$ cat src/rtl/hdmi_pkg.sv
`default_nettype none
// ============================================================================
// Module   : hdmi_pkg
// Brief    : Shared types and defaults for the HDMI line read sequencer.
// Revision : 1.0
// ============================================================================
package hdmi_pkg;

    typedef enum logic [2:0] {
        ST_IDLE       = 3'd0,
        ST_WAIT_VSYNC = 3'd1,
        ST_WAIT_LINE  = 3'd2,
        ST_CLR        = 3'd3,
        ST_ARM        = 3'd4,
        ST_RUN        = 3'd5
    } seqState_t;

    // 640x480 at 32 bits per pixel.
    localparam int unsigned c_DEF_LINE_BYTES = 2560;
    localparam int unsigned c_DEF_STRIDE     = 2560;
    localparam int unsigned c_DEF_LINES      = 480;

    localparam int unsigned c_LINE_CNT_W     = 12;

endpackage
`default_nettype wire

$ cat src/rtl/hdmi_line_read_sequencer.sv
`default_nettype none
// ============================================================================
// Module   : hdmi_line_read_sequencer
// Brief    : Splits a frame into per-line read-master bursts, one line in
//            flight at a time, with a double-buffered frame base address.
// Revision : 1.0
// ============================================================================
module hdmi_line_read_sequencer
    import hdmi_pkg::*;
#(
    parameter int unsigned LINE_BYTES = c_DEF_LINE_BYTES,
    parameter int unsigned STRIDE     = c_DEF_STRIDE,
    parameter int unsigned LINES      = c_DEF_LINES
) (
    input  logic                    iClk,
    input  logic                    iReset,
    input  logic                    iEnable,
    input  logic [31:0]             iFrame_base,
    input  logic                    iFrame_base_valid,
    input  logic                    iVsync,
    input  logic                    iLine_req,
    input  logic                    iMaster_done,
    output logic                    oMaster_clr,
    output logic                    oMaster_start,
    output logic [31:0]             oStart_address,
    output logic [31:0]             oLength,
    output logic [c_LINE_CNT_W-1:0] oLine,
    output logic                    oFrame_done,
    output logic                    oUnderrun,
    output logic                    oBusy
);

    localparam logic [c_LINE_CNT_W-1:0] c_LAST_LINE = c_LINE_CNT_W'(LINES - 1);
    localparam logic [c_LINE_CNT_W-1:0] c_LINE_ONE  = c_LINE_CNT_W'(1);
    localparam logic [31:0]             c_STRIDE    = 32'(STRIDE);

    seqState_t                 r_state;
    seqState_t                 w_nextState;
    logic [31:0]               r_shadowBase;
    logic [31:0]               r_startAddress;
    logic [c_LINE_CNT_W-1:0]   r_line;
    logic                      r_masterClr;
    logic                      r_masterStart;
    logic                      r_frameDone;
    logic                      r_underrun;

    logic                      w_inFrame;
    logic                      w_underrun;
    logic                      w_frameStart;
    logic                      w_lineDone;
    logic                      w_lastLine;

    // A vsync while a frame is still being fetched aborts it and restarts.
    assign w_inFrame    = (r_state == ST_WAIT_LINE) || (r_state == ST_CLR) ||
                          (r_state == ST_ARM)       || (r_state == ST_RUN);
    assign w_underrun   = iVsync && w_inFrame;
    assign w_frameStart = (iVsync && (r_state == ST_WAIT_VSYNC)) || w_underrun;
    assign w_lineDone   = (r_state == ST_RUN) && iMaster_done && !w_underrun;
    assign w_lastLine   = (r_line == c_LAST_LINE);

    always_comb begin
        w_nextState = r_state;
        case (r_state)
            ST_IDLE: begin
                if (iEnable) begin
                    w_nextState = ST_WAIT_VSYNC;
                end
            end
            ST_WAIT_VSYNC: begin
                if (iVsync) begin
                    w_nextState = ST_WAIT_LINE;
                end
            end
            ST_WAIT_LINE: begin
                if (iLine_req) begin
                    w_nextState = ST_CLR;
                end
            end
            ST_CLR: begin
                w_nextState = ST_ARM;
            end
            ST_ARM: begin
                w_nextState = ST_RUN;
            end
            ST_RUN: begin
                if (iMaster_done) begin
                    if (!iEnable) begin
                        w_nextState = ST_IDLE;
                    end else if (w_lastLine) begin
                        w_nextState = ST_WAIT_VSYNC;
                    end else begin
                        w_nextState = ST_WAIT_LINE;
                    end
                end
            end
            default: begin
                w_nextState = ST_IDLE;
            end
        endcase
        if (w_underrun) begin
            w_nextState = ST_WAIT_LINE;
        end
    end

    always_ff @(posedge iClk) begin
        if (iReset) begin
            r_state        <= ST_IDLE;
            r_shadowBase   <= 32'd0;
            r_startAddress <= 32'd0;
            r_line         <= '0;
            r_masterClr    <= 1'b0;
            r_masterStart  <= 1'b0;
            r_frameDone    <= 1'b0;
            r_underrun     <= 1'b0;
        end else begin
            r_state <= w_nextState;

            if (iFrame_base_valid) begin
                r_shadowBase <= iFrame_base;
            end

            // Start is held from ARM until the master reports done.
            r_masterClr   <= (w_nextState == ST_CLR) || w_underrun;
            r_masterStart <= (w_nextState == ST_ARM) || (w_nextState == ST_RUN);
            r_frameDone   <= w_lineDone && w_lastLine;
            r_underrun    <= w_underrun;

            // The shadow read here is the pre-strobe value, so a base written
            // in the same cycle as vsync only applies to the following frame.
            if (w_frameStart) begin
                r_startAddress <= r_shadowBase;
                r_line         <= '0;
            end else if (w_lineDone && !w_lastLine) begin
                r_startAddress <= r_startAddress + c_STRIDE;
                r_line         <= r_line + c_LINE_ONE;
            end
        end
    end

    assign oMaster_clr    = r_masterClr;
    assign oMaster_start  = r_masterStart;
    assign oStart_address = r_startAddress;
    assign oLength        = 32'(LINE_BYTES);
    assign oLine          = r_line;
    assign oFrame_done    = r_frameDone;
    assign oUnderrun      = r_underrun;
    assign oBusy          = (r_state != ST_IDLE);

endmodule
`default_nettype wire

$ cat config.mk
export PLATFORM = sky130hd
export DESIGN_NAME = hdmi_line_read_sequencer
export DESIGN_NICKNAME = d
export VERILOG_FILES = /design/src/rtl/hdmi_pkg.sv /design/src/rtl/hdmi_line_read_sequencer.sv
export SDC_FILE = /design/constraint.sdc
export NUM_CORES = 1
export LEC_CHECK = 0
export ABC_CLOCK_PERIOD_IN_PS = 2910
export BUFFER_PORTS_ARGS = -buffer_cell sky130_fd_sc_hd__buf_2
export CAP_MARGIN = 20
export CORE_MARGIN = 2
export CORE_UTILIZATION = 35
export CTS_BUF_LIST = sky130_fd_sc_hd__clkbuf_4
export DETAILED_ROUTE_END_ITERATION = 12
export HOLD_SLACK_MARGIN = 0.03
export PLACE_DENSITY = 0.63
export RECOVER_POWER = 100
export SYNTH_ARGS = -nofsm -noshare
export SYNTH_HDL_FRONTEND = slang
export SYNTH_SLANG_ARGS = --single-unit
$ cat constraint.sdc
create_clock -name iClk -period 2.91 [get_ports iClk]
set_clock_uncertainty 0.2 [all_clocks]
set_input_delay 0.582 -clock iClk [delete_from_list [all_inputs] [get_ports iClk]]
set_output_delay 0.582 -clock iClk [all_outputs]
set_load 0.01 [all_outputs]
-- Word-level counts from Yosys, hierarchy flattened
Index checks and enable logic that the tools add are counted.
- register bits after elaboration: 83
- latch bits: 0
- memory bits (writable): 0
- memory bits (read-only): 0
- memories: 0
- $add $sub $neg: 2
- multiply operators: 0
- div/mod/pow operators: 0
- magnitude comparators: 0
- equality and inequality tests: 9
- shift-type cells: 0
- mux-type cells: 10
- bitwise logic cells: 0
- reductions and logical operators: 18
- operators with widths (kind ; count):
    2-to-1 mux 32 bit ; 2
    adder 32 x 12 -> 32 bit (second input constant) ; 1
    case mux 3 bit (6 select lines) ; 1
    2-to-1 mux 3 bit ; 5
    adder 12 x 1 -> 12 bit (second input constant) ; 1
    == test 12 x 9 -> 1 bit (second input constant) ; 1
    == test 3 bit (second input constant) ; 4
    == test 3 x 2 -> 1 bit (second input constant) ; 3
    logical AND 1 bit ; 6
    logical OR 1 bit ; 6
    2-to-1 mux 2 bit ; 2
    == test 3 x 1 -> 1 bit (second input constant) ; 1
    zero test 3 bit ; 1
    nonzero test 3 bit ; 1
    zero test 1 bit ; 2
    nonzero test 2 bit ; 1
    OR reduction 2 bit ; 1

-- Longest topological paths before layout
Gate-level depths: netlist (run 1).
- depth after elaboration: 10
- gate-level depth with buffers: 7
- depth with buffers taken out: 6

-- Least setup slack after synthesis (run 1)
No wires, ideal clock.
- path kind: input to register
- start: input iVsync
- end: register r_startAddress[29] (netlist: oStart_address[29])
- library setup time: 0.088 ns
- data arrival time: 1.630 ns
- setup slack: 0.992 ns
- stages on the path: 5
- buffers on the path: 1
- cell sequence: buf_2 -> nor2_8 -> nand4_4 -> or3_1 -> a311oi_2
- longest elaborated chain between the ends: 5
- elaborated cells between the ends (all ways): 8
- those cells by class: mux: 1; reduce/logical: 7
- ends and longest elaborated chain (what ; RTL line ; text):
    from (decl) ; hdmi_line_read_sequencer.sv:20 ; input logic iVsync,
    logical AND 1 bit ; hdmi_line_read_sequencer.sv:56 ; assign w_underrun = iVsync && w_inFrame;
    zero test 1 bit ; hdmi_line_read_sequencer.sv:58 ; assign w_lineDone = (r_state == ST_RUN) && iMaster_done && !w_underrun;
    logical AND 1 bit ; hdmi_line_read_sequencer.sv:58 ;
    logical AND 1 bit ; hdmi_line_read_sequencer.sv:133 ; end else if (w_lineDone && !w_lastLine) begin
    nonzero test 2 bit (no source line) ; -- ;
    to (signal assigned) ; hdmi_line_read_sequencer.sv:131 ; r_startAddress <= r_shadowBase;
    to (signal assigned) ; hdmi_line_read_sequencer.sv:134 ; r_startAddress <= r_startAddress + c_STRIDE;
    to (decl) ; hdmi_line_read_sequencer.sv:40 ; logic [31:0] r_startAddress;
Several ways; a longest one is shown, not always the timed one.
A chain may end at the register's enable or synchronous reset.

-- Worst setup path after layout (run 1)
- start: register r_state[2]
- end: register r_startAddress[29] (netlist: oStart_address[29])
- longest elaborated chain between the ends: 9
- elaborated cells between the ends (all ways): 17
- those cells by class: eq/ne: 5; mux: 1; reduce/logical: 11
- ends and longest elaborated chain (what ; RTL line ; text):
    from (decl) ; hdmi_line_read_sequencer.sv:37 ; seqState_t r_state;
    from (signal assigned) ; hdmi_line_read_sequencer.sv:116 ; r_state <= w_nextState;
    == test 3 x 2 -> 1 bit ; hdmi_line_read_sequencer.sv:54 ; assign w_inFrame = (r_state == ST_WAIT_LINE) || (r_state == ST_CLR) ||
    logical OR 1 bit (2 in series) ; hdmi_line_read_sequencer.sv:54 ;
    logical OR 1 bit ; hdmi_line_read_sequencer.sv:55 ; (r_state == ST_ARM) || (r_state == ST_RUN);
    logical AND 1 bit ; hdmi_line_read_sequencer.sv:56 ;
    zero test 1 bit ; hdmi_line_read_sequencer.sv:58 ;
    logical AND 1 bit ; hdmi_line_read_sequencer.sv:58 ;
    logical AND 1 bit ; hdmi_line_read_sequencer.sv:133 ;
    nonzero test 2 bit (no source line) ; -- ;
Several ways; a longest one is shown, not always the timed one.

==> results of run 1 <==
registers in the layout, indices dropped and copies added (netlist names):
register and count:
oStart_address 32, r_shadowBase 32, oLine 12, r_state 3, oFrame_done 1, oMaster_clr 1
oMaster_start 1, oUnderrun 1
worst paths after layout:
path	start	endpoint	slack [ps]
max reg2reg	r_state[2]$_SDFF_PP0_	oStart_address[29]$_SDFFE_PP0P_	440
max	r_state[2]$_SDFF_PP0_	oStart_address[29]$_SDFFE_PP0P_	440
min reg2reg	r_shadowBase[0]$_SDFFE_PP0P_	oStart_address[0]$_SDFFE_PP0P_	260
min	iFrame_base[5]	r_shadowBase[5]$_SDFFE_PP0P_	130
report_power, final:
| group | internal [mW] | total, mW | leakage (nW) | switching, mW |
|---|---|---|---|---|
| Combinational | 0.122 | 0.329 | 0.995 | 0.207 |
| Clock | 0.355 | 0.794 | 0.0861 | 0.439 |
| Sequential | 1.20 | 1.26 | 0.678 | 0.0623 |
worst min-delay path: stages:
cell	delay, ps
buf_2	70
mux2i_1	50
nor2_1	70
through the flow:
step                area [µm²]  hold WS (ps)  worst slack, ps
finish                    4440           134              435
CTS                       4570           125              578
detailed placement        4400           245              638
global placement          4400           240              674
global route              4440           123              245
floorplan                 4120           231              992
layout by cell type, fill, tap and decap left out, types with 5 or more instances in the layout:
| cell type | n |
|---|---|
| a21oi_1 | 22 |
| a31oi_1 | 8 |
| clkbuf_1 | 49 |
| conb_1 | 32 |
| clkbuf_4 | 9 |
| dfxtp_1 | 83 |
| a211oi_1 | 8 |
| nand4_1 | 17 |
| nand3_1 | 12 |
| nor2_1 | 65 |
| mux2i_1 | 34 |
| inv_1 | 5 |
| o211ai_1 | 8 |
| and3_1 | 8 |
| buf_2 | 38 |
| nand2_1 | 45 |
| or3_1 | 7 |
| xor2_1 | 16 |
kinds of logic after synthesis:
| logic type | share of synthesized area [%] |
|---|---|
| adders and majority gates | 0.625 |
| muxes | 8.50 |
| buffers and inverters | 9.69 |
| and+or+nand+nor | 24.0 |
| xor gates and xnor gates | 4.16 |
| AOI/OAI and AO/OA | 11.3 |
| other | 0.188 |
| DFF | 41.5 |
area by class of cell:
type	instances	area, µm²
well taps	143	179
flip-flops and latches	83	1660
fillers	1201	6830
multi-input cells	331	2010
clock inverters	7	100
repair buffers	92	407
inverters	5	18.8
clock buffers	9	67.6
metal layers:
| metal | wire length (µm) | share of wire, % | global-route usage, % | vias up |
|---|---|---|---|---|
| li1 | - | - | - | 1653 |
| met1 | 4190 | 45 | 20.3 | 1532 |
| met2 | 4340 | 46 | 24.0 | 107 |
| met3 | 781 | 8.3 | 6.67 | 6 |
| met4 | 86 | 0.92 | 3.25 | 0 |
| met5 | 0 | 0 | 0 | - |
==> results.yml, run 1 <==
detailed_routing:
  antenna_left: 0
  drc: 0
  routed_wl_um: 9400
  post_drt_wl_per_cell_um: 14.0
  num_vias: 3298
  routed_via_density: 4.92
  drt-pass1-iter-count: 4
  drt_iter0_markers: 141
worst_setup_path:
  critPathMaxFanout: 19
  path_cells: "nand4b_1 -> nor2_8 -> nand4_1 -> or3_1 -> a311oi_2"
  worstRegToRegCells: 5
  critPathLaunchType: "flop"
  slowest_stage: "dfxtp_1"
  arrival_ps: 2670
  slowest_delay_ps: 560
  path_depth: 5
  end_kind: "flop"
  worstSetupPathType: "reg2reg"
  worst_path_dominant_cell_family: "simple AND/OR/NAND/NOR gates"
  cp.required_ps: 3100
  crit_buf_inv: 0
final_layout:
  finalNonFillerCells: 670
  areaGrowthSynthToFinish_pct: 10.9
  fin_nets: 563
  drive_gt1_share_pct: 13.5
  diodes: 0
  final_core_util_pct: 39.4
floorplanning:
  core_um2: 11300
  dieHeight_um: 111
  initial_core_util_pct: 35.5
  num_rows: 39
  num_io_pins: 120
  die_area_um2: 12300
  die_w_um: 111
synth:
  synth_edf_count: 0
  synth_area_per_cell_um2: 8.95
  synth.most_common_cell: "dfxtp_1"
  ys_seq_elements: 83
  yosys.area.top_type: "dfxtp_1"
  synth_common_cells: "83 x dfxtp_1, 64 x nor2_1, 45 x nand2_1, 34 x mux2i_1, 33 x buf_4"
  ys.flop_type: "dfxtp_1"
  yosys_warnings: 0
  ys_async_sr_fraction_pct: 0
  syn_area_um2: 4000
  ys_seq_area_share_pct: 41.5
  syn_inst: 447
  synth_area_leaders: "dfxtp_1 42%, mux2i_1 8.5%, buf_4 6.2%"
  synth_top_area_share_pct: 41.5
  yosysUniqueCellTypes: 52
run_status:
  outcome: "finished clean"
clock_tree:
  cts_root_buf: "clkbuf_4"
  clockBufferDepth: 2
  postCtsHoldBufs: 0
  clk_latency_ps: 470
  cts.sinks: 83
  cts.reportedPaths.clkPinSlew_ps: 150
  numCtsBuffers: 9
  cts_tree: "done"
  cts_resized: 0
  cts_setup_buffers: 0
  h-tree-depth: 3
global_route:
  grt_pass1_vias: 3108
  track_usage_pct: 15.6
  overflow: 0
  grt_pass1_wl_um: 15500
  antenna_found_initial: 0
  grt_max_degree: 66
sta:
  hold_viol: 0
  slew_viol_final: 0
  worst_slew_pin_slew_ps: 1080
  setup_viol: 0
  finalCritPeriodShare_pct: 85.0
  max_freq_mhz: 404
  finalCriticalPeriod_ps: 2470
  grt_setup_unrepaired: "no"
  maxSlewHeadroom_pct: 27.9
  tns_ps: 0
worst_hold_path:
  hold_class: "in2reg"
  min_path_cells: 3
power:
  total_power_mw: 2.39
  p_leak_nw: 1.76
  cellPowerDensity_nw_per_um2: 538
  peakVddDrop_mv: 0.317
placement:
  numPortBuffers: 87
  routabilityCongestion: 0.828
  dp_cells: 654
  hpwl_um: 6590
run:
  timing.max_cap.violations: 0
Power figures use the tool's default switching activity.
==> run 2: changes to the inputs <==
- ABC_CLOCK_PERIOD_IN_PS: 2910 -> 3040
- CORE_ASPECT_RATIO: default -> 0.9
- clock period: 2.91 -> 3.04 ns (I/O delays scaled with it)
==> results.yml, run 2 (synthesis gave the netlist of run 1 again) <==
run_status:
  outcome: "finished clean"
sta:
  max_freq_mhz: 398
  slew_viol_final: 0
  finalCritPeriodShare_pct: 82.6
  hold_viol: 0
  worst_slew_pin_slew_ps: 1080
  tns_ps: 0
  finalCriticalPeriod_ps: 2510
  maxSlewHeadroom_pct: 27.7
  setup_viol: 0
  grt_setup_unrepaired: "no"
final_layout:
  multi_input_area_um2: 2010
  seqCellArea_um2: 1660
  fin_nets: 563
  final_cell_mix: "83 x dfxtp_1, 65 x nor2_1, 50 x clkbuf_1"
  layout_commonest_cell: "dfxtp_1"
  fill_cells: 1193
  final_core_util_pct: 39.1
  areaGrowthSynthToFinish_pct: 10.3
  drive_gt1_share_pct: 12.7
worst_setup_path:
  slowest_delay_ps: 640
  critPathLaunchType: "flop"
  worstSetupPathType: "reg2reg"
  cp.required_ps: 3180
  path_cells: "nor4_1 -> nand4_4 -> nand4_1 -> o21ai_0 -> a311oi_2"
  end_kind: "flop"
  worst_path_dominant_cell_family: "simple AND/OR/NAND/NOR gates"
  crit_buf_inv: 0
  critPathMaxFanout: 19
  arrival_ps: 2660
  slowest_stage: "nor4_1"
clock_tree:
  cts.sinks: 83
  cts_setup_buffers: 0
  cts_root_buf: "clkbuf_4"
  postCtsHoldBufs: 0
  numCtsBuffers: 9
  cts_resized: 0
  h-tree-depth: 3
  clockBufferDepth: 2
  cts_tree: "done"
  clk_latency_ps: 420
  cts.reportedPaths.clkPinSlew_ps: 120
floorplanning:
  core_um2: 11300
  num_io_pins: 120
  die_area_um2: 12300
  num_rows: 37
  die_w_um: 117
  initial_core_util_pct: 35.4
  dieHeight_um: 105
power:
  peakVddDrop_mv: 0.288
  p_comb_share_pct: 14.7
  cellPowerDensity_nw_per_um2: 483
  p_leak_nw: 1.76
  sw_frac_of_total_pct: 28.4
  p_int_mw: 1.53
  switchingPower_uw: 607
  seqPwrFrac_pct: 56.8
  clock_power_share_pct: 28.6
detailed_routing:
  drt_iter0_markers: 152
  num_vias: 3336
  drc: 0
  post_drt_wl_per_cell_um: 13.6
  routed_wl_um: 9320
  drt-pass1-iter-count: 4
  routed_via_density: 4.88
  antenna_left: 0
global_route:
  grt_pass1_vias: 3036
  antenna_found_initial: 0
  grt_pass1_wl_um: 14700
  grt_max_degree: 66
  overflow: 0
  track_usage_pct: 15.2
worst_hold_path:
  hold_class: "in2reg"
placement:
  routabilityCongestion: 0.844
  hpwl_um: 6810
  numPortBuffers: 87
run:
  timing.max_cap.violations: 0
-- run 2: per-layer routing --
| metal | up-vias | share of wire, % | GRT usage [%] |
|---|---|---|---|
| met5 | - | 0 | 0 |
| met4 | 0 | 1.1 | 4.45 |
| li1 | 1661 | - | - |
| met1 | 1548 | 43 | 18.9 |
| met3 | 10 | 9.7 | 6.84 |
| met2 | 117 | 47 | 23.6 |
-- run 2: layout make-up --
class	instances	area share [%]
clock buffers	11	1.87
flip-flops and latches	83	37.6
inverters	5	0.425
multi-input cells	331	45.5
well taps	156	4.42
clock inverters	4	0.963
diodes	1	0.0567
repair buffers	92	9.18
-- run 2: metrics by stage --
stage               total power, mW  instance area, µm²  setup WS (ps)  instances  hold WS, ps
finish                         2.13                4420            529        683          217
global route                   2.25                4410            353        682          183
CTS                            2.18                4540            718        682          173
detailed placement             1.56                4410            761        667          249
global placement               1.56                4410            807        667          240
floorplan                      1.49                4120           1100        477          231
-- run 2: final timing paths --
path | slack (ps) | cells past startpoint | to | startpoint
hold / removal | 220 | 3 | r_shadowBase[22]$_SDFFE_PP0P_ | iFrame_base[22]
hold reg to reg | 260 | 2 | oStart_address[1]$_SDFFE_PP0P_ | r_shadowBase[1]$_SDFFE_PP0P_
setup / recovery | 530 | 5 | oStart_address[29]$_SDFFE_PP0P_ | oLine[5]$_SDFFE_PP0P_
setup reg to reg | 530 | 5 | oStart_address[29]$_SDFFE_PP0P_ | oLine[5]$_SDFFE_PP0P_
-- run 2: power groups by stage --
stage	logic (mW)	clock network, mW	registers, mW
floorplan	0.262	0	1.23
detailed placement	0.329	0	1.23
finish	0.313	0.609	1.21
global placement	0.324	0	1.23
CTS	0.330	0.643	1.21
global route	0.349	0.678	1.22
-- run 2: worst register-to-register path: stages (launching register included) --
cell and delay, ps:
dfxtp_1 410, nor4_1 640, nand4_4 430, nand4_1 350, o21ai_0 150, a311oi_2 260
